### config.mk
export PLATFORM = sky130hd
export DESIGN_NAME = mult_share_arb
export DESIGN_NICKNAME = d
export VERILOG_FILES = /design/src/rtl/mult_share_arb.sv
export SDC_FILE = /design/constraint.sdc
export NUM_CORES = 1
export LEC_CHECK = 0
export CAP_MARGIN = 20
export CORE_ASPECT_RATIO = 0.5
export CORE_MARGIN = 4
export CORE_UTILIZATION = 30
export CTS_CLUSTER_DIAMETER = 40
export DETAILED_ROUTE_END_ITERATION = 10
export HOLD_SLACK_MARGIN = 0.12
export PLACE_DENSITY = 0.61
export SKIP_LAST_GASP = 1
export SYNTH_ARGS = -nofsm -noshare
export SYNTH_HDL_FRONTEND = slang
export SYNTH_SLANG_ARGS = --single-unit
### constraint.sdc
create_clock -name clk -period 1.99 [get_ports clk]
set_input_delay 0.199 -clock clk [delete_from_list [all_inputs] [get_ports clk]]
set_output_delay 0.199 -clock clk [all_outputs]
set_load 0.05 [all_outputs]
### src/rtl/mult_share_arb.sv
// rtl/mult_share_arb.sv - round-robin arbiter sharing one external combinational multiplier
//
// Purpose: up to NREQ requesters each present an operand pair; one is granted at a
// time by round-robin, its operands are driven to an external combinational
// multiplier, and the full-width unsigned product is returned with the owner index.
//
// Ports:
//   clk          in   clock, rising edge
//   rst_n        in   asynchronous active-low reset
//   req_valid    in   [NREQ]       per-requester operand valid
//   req_a/req_b  in   [NREQ*W]     flattened operands, requester i at [i*W +: W]
//   req_ready    out  [NREQ]       one-hot acceptance strobe (operands taken this cycle)
//   mul_a/mul_b  out  [W]          operands to the shared multiplier
//   mul_product  in   [2*W]        product from the shared multiplier
//   rsp_valid    out               result valid
//   rsp_id       out  [clog2 NREQ] owner of the result
//   rsp_product  out  [2*W]        registered product
//   rsp_ready    in                consumer accepts the result

module mult_share_arb #(
    parameter int NREQ = 4,
    parameter int W    = 4,
    localparam int IW  = (NREQ > 1) ? $clog2(NREQ) : 1
) (
    input  logic              clk,
    input  logic              rst_n,
    input  logic [NREQ-1:0]   req_valid,
    input  logic [NREQ*W-1:0] req_a,
    input  logic [NREQ*W-1:0] req_b,
    output logic [NREQ-1:0]   req_ready,
    output logic [W-1:0]      mul_a,
    output logic [W-1:0]      mul_b,
    input  logic [2*W-1:0]    mul_product,
    output logic              rsp_valid,
    output logic [IW-1:0]     rsp_id,
    output logic [2*W-1:0]    rsp_product,
    input  logic              rsp_ready
);

    typedef enum logic [1:0] {
        IDLE = 2'd0,
        MUL  = 2'd1,
        RESP = 2'd2
    } state_t;

    state_t        state;
    logic [IW-1:0] rr_ptr;   // first index searched on the next arbitration
    logic [IW-1:0] op_id;    // owner of the operands currently on mul_a/mul_b

    logic          gnt_found;
    logic [IW-1:0] gnt_idx;
    logic [IW:0]   rr_sum;
    logic [IW-1:0] rr_idx;

    // Round-robin search starting at rr_ptr, wrapping at NREQ-1.
    always_comb begin
        gnt_found = 1'b0;
        gnt_idx   = '0;
        rr_sum    = '0;
        rr_idx    = '0;
        for (int k = 0; k < NREQ; k++) begin
            rr_sum = {1'b0, rr_ptr} + (IW+1)'(k);
            if (rr_sum >= (IW+1)'(NREQ)) begin
                rr_sum = rr_sum - (IW+1)'(NREQ);
            end
            rr_idx = rr_sum[IW-1:0];
            if (!gnt_found && req_valid[rr_idx]) begin
                gnt_found = 1'b1;
                gnt_idx   = rr_idx;
            end
        end
    end

    // The acceptance strobe must coincide with the cycle the operands are latched,
    // so it is decoded from the registered state; gating with rst_n keeps it low
    // while reset is held even if requests are pending.
    always_comb begin
        req_ready = '0;
        if (rst_n && (state == IDLE) && gnt_found) begin
            req_ready = NREQ'(1) << gnt_idx;
        end
    end

    always_ff @(posedge clk or negedge rst_n) begin
        if (!rst_n) begin
            state       <= IDLE;
            rr_ptr      <= '0;
            op_id       <= '0;
            mul_a       <= '0;
            mul_b       <= '0;
            rsp_valid   <= 1'b0;
            rsp_id      <= '0;
            rsp_product <= '0;
        end else begin
            case (state)
                IDLE: begin
                    // mul_a/mul_b only change on a grant, so the multiplier inputs
                    // stay quiet while requesters wiggle their operands.
                    if (gnt_found) begin
                        mul_a  <= req_a[gnt_idx*W +: W];
                        mul_b  <= req_b[gnt_idx*W +: W];
                        op_id  <= gnt_idx;
                        rr_ptr <= (gnt_idx == IW'(NREQ-1)) ? '0 : gnt_idx + 1'b1;
                        state  <= MUL;
                    end
                end
                MUL: begin
                    rsp_product <= mul_product;
                    rsp_id      <= op_id;
                    rsp_valid   <= 1'b1;
                    state       <= RESP;
                end
                RESP: begin
                    if (rsp_ready) begin
                        rsp_valid <= 1'b0;
                        state     <= IDLE;
                    end
                end
                default: begin
                    rsp_valid <= 1'b0;
                    state     <= IDLE;
                end
            endcase
        end
    end

endmodule

==> run_summary.xml <==
<?xml version="1.0" encoding="UTF-8"?>
<metrics>
  <group name="cts">
    <metric name="cts.htree.levels" unit="">1</metric>
    <metric name="cts_sink_cnt" unit="">25</metric>
    <metric name="latest_clock_arrival_within_the_worst_skew_pair" unit="ns">0.27</metric>
    <metric name="postCtsHoldBufs" unit="">0</metric>
    <metric name="tritoncts_clock_tree" unit="">built</metric>
    <metric name="path_clk_slew" unit="ns">0.09</metric>
    <metric name="cts_buffers" unit="">3</metric>
    <metric name="clk_root_buffer_cell" unit="">clkbuf_8</metric>
    <metric name="clockBufferDepth" unit="">2</metric>
  </group>
  <group name="global_routing">
    <metric name="grt_overflow_total" unit="">0</metric>
    <metric name="grt_antenna_before_repair" unit="">0</metric>
    <metric name="grt_first_pass_wirelength" unit="mm">6.27</metric>
    <metric name="total_grt_usage" unit="%">14.4</metric>
    <metric name="grt_pass1_vias" unit="">1298</metric>
    <metric name="grt_max_degree" unit="">26</metric>
  </group>
  <group name="pwr">
    <metric name="p_leak" unit="µW">0.00105</metric>
    <metric name="power.ir.vdd_worst" unit="mV">0.621</metric>
    <metric name="cellPowerDensity" unit="mW/mm²">1580</metric>
  </group>
  <group name="die">
    <metric name="coreArea" unit="mm²">0.00408</metric>
    <metric name="standard_cell_rows" unit="">16</metric>
    <metric name="die_y" unit="µm">55.2</metric>
    <metric name="die_area" unit="mm²">0.00565</metric>
    <metric name="floorplan.initialDensity" unit="%">32.7</metric>
    <metric name="boundaryPins" unit="">70</metric>
    <metric name="die_w" unit="µm">102</metric>
  </group>
  <group name="timing">
    <metric name="setup-violations-final" unit="">0</metric>
    <metric name="timing.final.crit_share" unit="%">98.0</metric>
    <metric name="max_clock_freq" unit="GHz">0.513</metric>
    <metric name="report.final.slew_viol_count" unit="">0</metric>
    <metric name="finalClockSkew" unit="ns">0.00314</metric>
    <metric name="finalHoldViolations" unit="">0</metric>
    <metric name="tightestPinTransition" unit="ns">0.518</metric>
    <metric name="finalWorstPathRequiredPeriod" unit="ns">1.95</metric>
    <metric name="fin_tns_setup" unit="ns">0</metric>
    <metric name="worst_max_slew_margin_expressed_relative_to_the_limit" unit="%">65.3</metric>
    <metric name="rsz0062_at_grt" unit="">yes</metric>
    <metric name="hold_ws" unit="ns">0.378</metric>
  </group>
  <group name="placement">
    <metric name="placement.cell_area" unit="mm²">0.00225</metric>
    <metric name="port_buffers" unit="">69</metric>
    <metric name="gp_congestion" unit="">0.746</metric>
    <metric name="place.detailed.hpwl" unit="mm">3.07</metric>
  </group>
  <group name="layout">
    <metric name="fill_cells" unit="">374</metric>
    <metric name="post_route_cells_drive_above_1_share" unit="%">29.4</metric>
    <metric name="multiInputGateArea" unit="µm²">751</metric>
    <metric name="ff_latch_area" unit="µm²">627</metric>
    <metric name="finalNetCount" unit="">260</metric>
    <metric name="layout.cell_area.non_filler" unit="mm²">0.00243</metric>
    <metric name="post-route-util" unit="%">59.4</metric>
    <metric name="diode_insertion_count_for_antenna_repair" unit="">0</metric>
    <metric name="syn2layout_area_growth" unit="%">81.6</metric>
  </group>
  <group name="synthesis">
    <metric name="synth_flop_cell" unit="">dfrtp_1</metric>
    <metric name="number_of_enable_flip_flop_cells_after_synthesis" unit="">0</metric>
    <metric name="syn-instance-count" unit="">119</metric>
    <metric name="yosys_register_bits" unit="">25</metric>
    <metric name="synth_fp_nets" unit="">167</metric>
    <metric name="netlist_area" unit="mm²">0.00134</metric>
    <metric name="synthesis.area_per_instance" unit="µm²">11.2</metric>
    <metric name="synthArstFlopShare" unit="%">100</metric>
    <metric name="synth_seq_area_share" unit="%">46.8</metric>
    <metric name="yosysWarnings" unit="">0</metric>
    <metric name="count_of_unique_library_cells_instantiated_by_yosys" unit="">32</metric>
  </group>
  <group name="setup_path">
    <metric name="criticalPathCategory" unit="">reg -&gt; out</metric>
    <metric name="crit_fanout" unit="">4</metric>
    <metric name="setup.worst_path.start_class" unit="">flip-flop</metric>
    <metric name="critical_path_arrival" unit="ns">1.75</metric>
    <metric name="crit_path_end_kind" unit="">output pin</metric>
    <metric name="critical_path_required" unit="ns">1.79</metric>
  </group>
  <group name="job">
    <metric name="max_cap_viol_count" unit="">0</metric>
  </group>
  <group name="routing">
    <metric name="post-route-drc-count" unit="">0</metric>
    <metric name="finalWirelength" unit="mm">3.94</metric>
    <metric name="wire_per_inst" unit="µm">14.9</metric>
    <metric name="route.detailed.vias_per_inst" unit="">4.73</metric>
    <metric name="route.vias.total" unit="">1253</metric>
    <metric name="postRouteAntennaNets" unit="">0</metric>
    <metric name="drt_iter0_markers" unit="">10</metric>
    <metric name="drt-pass1-iter-count" unit="">4</metric>
  </group>
  <group name="worst_hold_path">
    <metric name="hold_class" unit="">in -&gt; async</metric>
  </group>
  <group name="status">
    <metric name="outcome" unit="">finished, final reports clean</metric>
  </group>
</metrics>
## cell type report
class	count	area share (%)
clock inverter	1	0.309
multi-input combinational	88	30.9
inverter	2	0.309
clock buffer	3	1.70
sequential	25	25.8
timing repair buffer	92	38.1
tap	54	2.78
## placed cells by master (no fill, tap or decap), drive strengths merged, types with 2 or more instances in the layout
master | Yosys | final
o221ai | 5 | 5
clkbuf | 0 | 3
nand3 | 3 | 3
nand2 | 18 | 18
nor3 | 3 | 3
clkdlybuf4s50 | 0 | 61
a211o | 4 | 4
dlygate4sd2 | 0 | 4
nor4 | 2 | 2
o311ai | 3 | 3
inv | 2 | 2
o21ai | 6 | 6
mux2 | 10 | 10
mux2i | 13 | 13
nor2 | 4 | 4
dfrtp | 25 | 25
nor2b | 5 | 5
buf | 4 | 27
## kinds of logic after synthesis
kind of cell    after synthesis  share of synthesized area, %
compound gates               26                          16.3
fa+ha+maj                     1                         0.936
buf+inv                       6                          2.71
flops                        25                          46.8
mux                          23                          18.2
simple gates                 38                          15.1
## metrics by stage
step	setup WS (ns)	instances	total power, µW
finish	0.0395	265	3840
global route	-0.0781	265	4080
CTS	0.00513	263	3810
detailed placement	-0.0688	255	3370
global placement	-0.0408	255	3340
floorplan	-0.304	119	2470
## synthesized netlist by cell type (all sizes together), types with 2 or more instances
library cell	instances	area share [%]
dfrtp	25	47
nand2	18	5.1
mux2i	13	9.7
mux2	10	8.4
o21ai	6	2.2
nor2b	5	2.9
o221ai	5	3.3
a211o	4	3.0
buf	4	2.2
nor2	4	1.7
nand3	3	1.1
nor3	3	1.5
o311ai	3	2.0
inv	2	0.56
nor4	2	0.94
## timing repair
action / in CTS / in global routing
buffers inserted: 4 / 2
pin swaps: 4 / 6
gates resized for setup: 12 / 7
endpoints found under the setup margin: 4 / 4
gates cloned: 0 / 0
## worst paths after layout
path / startpoint / end / slack [ns] / cells after the start
min in group clk: op_id[1] / op_id[1] / 0.49 / 2
worst max register to register: rr_ptr[0] / mul_b[0] / 0.28 / 7
worst max-delay path: rr_ptr[0] / req_ready[0] / 0.04 / 7
max in group asynchronous: rst_n / rr_ptr[0] / 1.35 / 2
worst min register to register: op_id[1] / op_id[1] / 0.49 / 2
worst min-delay path: rst_n / rr_ptr[1] / 0.38 / 2
## sequential cells by signal, indices dropped and copies added, names as in the netlist
name	count
rsp_valid	1
op_id	2
rr_ptr	2
rsp_product	8
mul_a	4
mul_b	4
state	2
rsp_id	2
## where the power goes
part / total (µW) / switching, µW / internal [µW]
clock network: 303 / 161 / 142
registers: 915 / 148 / 767
logic: 2620 / 1470 / 1140
total: 3840 / 1780 / 2050
## routing by layer
metal | vias to the layer above | routed length [µm] | track usage, %
met3 | 4 | 160 | 3.25
met4 | 0 | 23 | 3.27
met1 | 599 | 1730 | 18.5
li1 | 625 | - | -
met2 | 25 | 2030 | 25.4
met5 | - | 0 | 0
## critical path, stage by stage, from the launching register on
cell and delay (ns):
dfrtp_2 0.46, nor2b_4 0.18, nor3b_4 0.07, o22ai_2 0.16, inv_2 0.11, buf_6 0.14, nor3_4 0.20, buf_12 0.16
No activity file was read; power rests on OpenSTA's default activity.
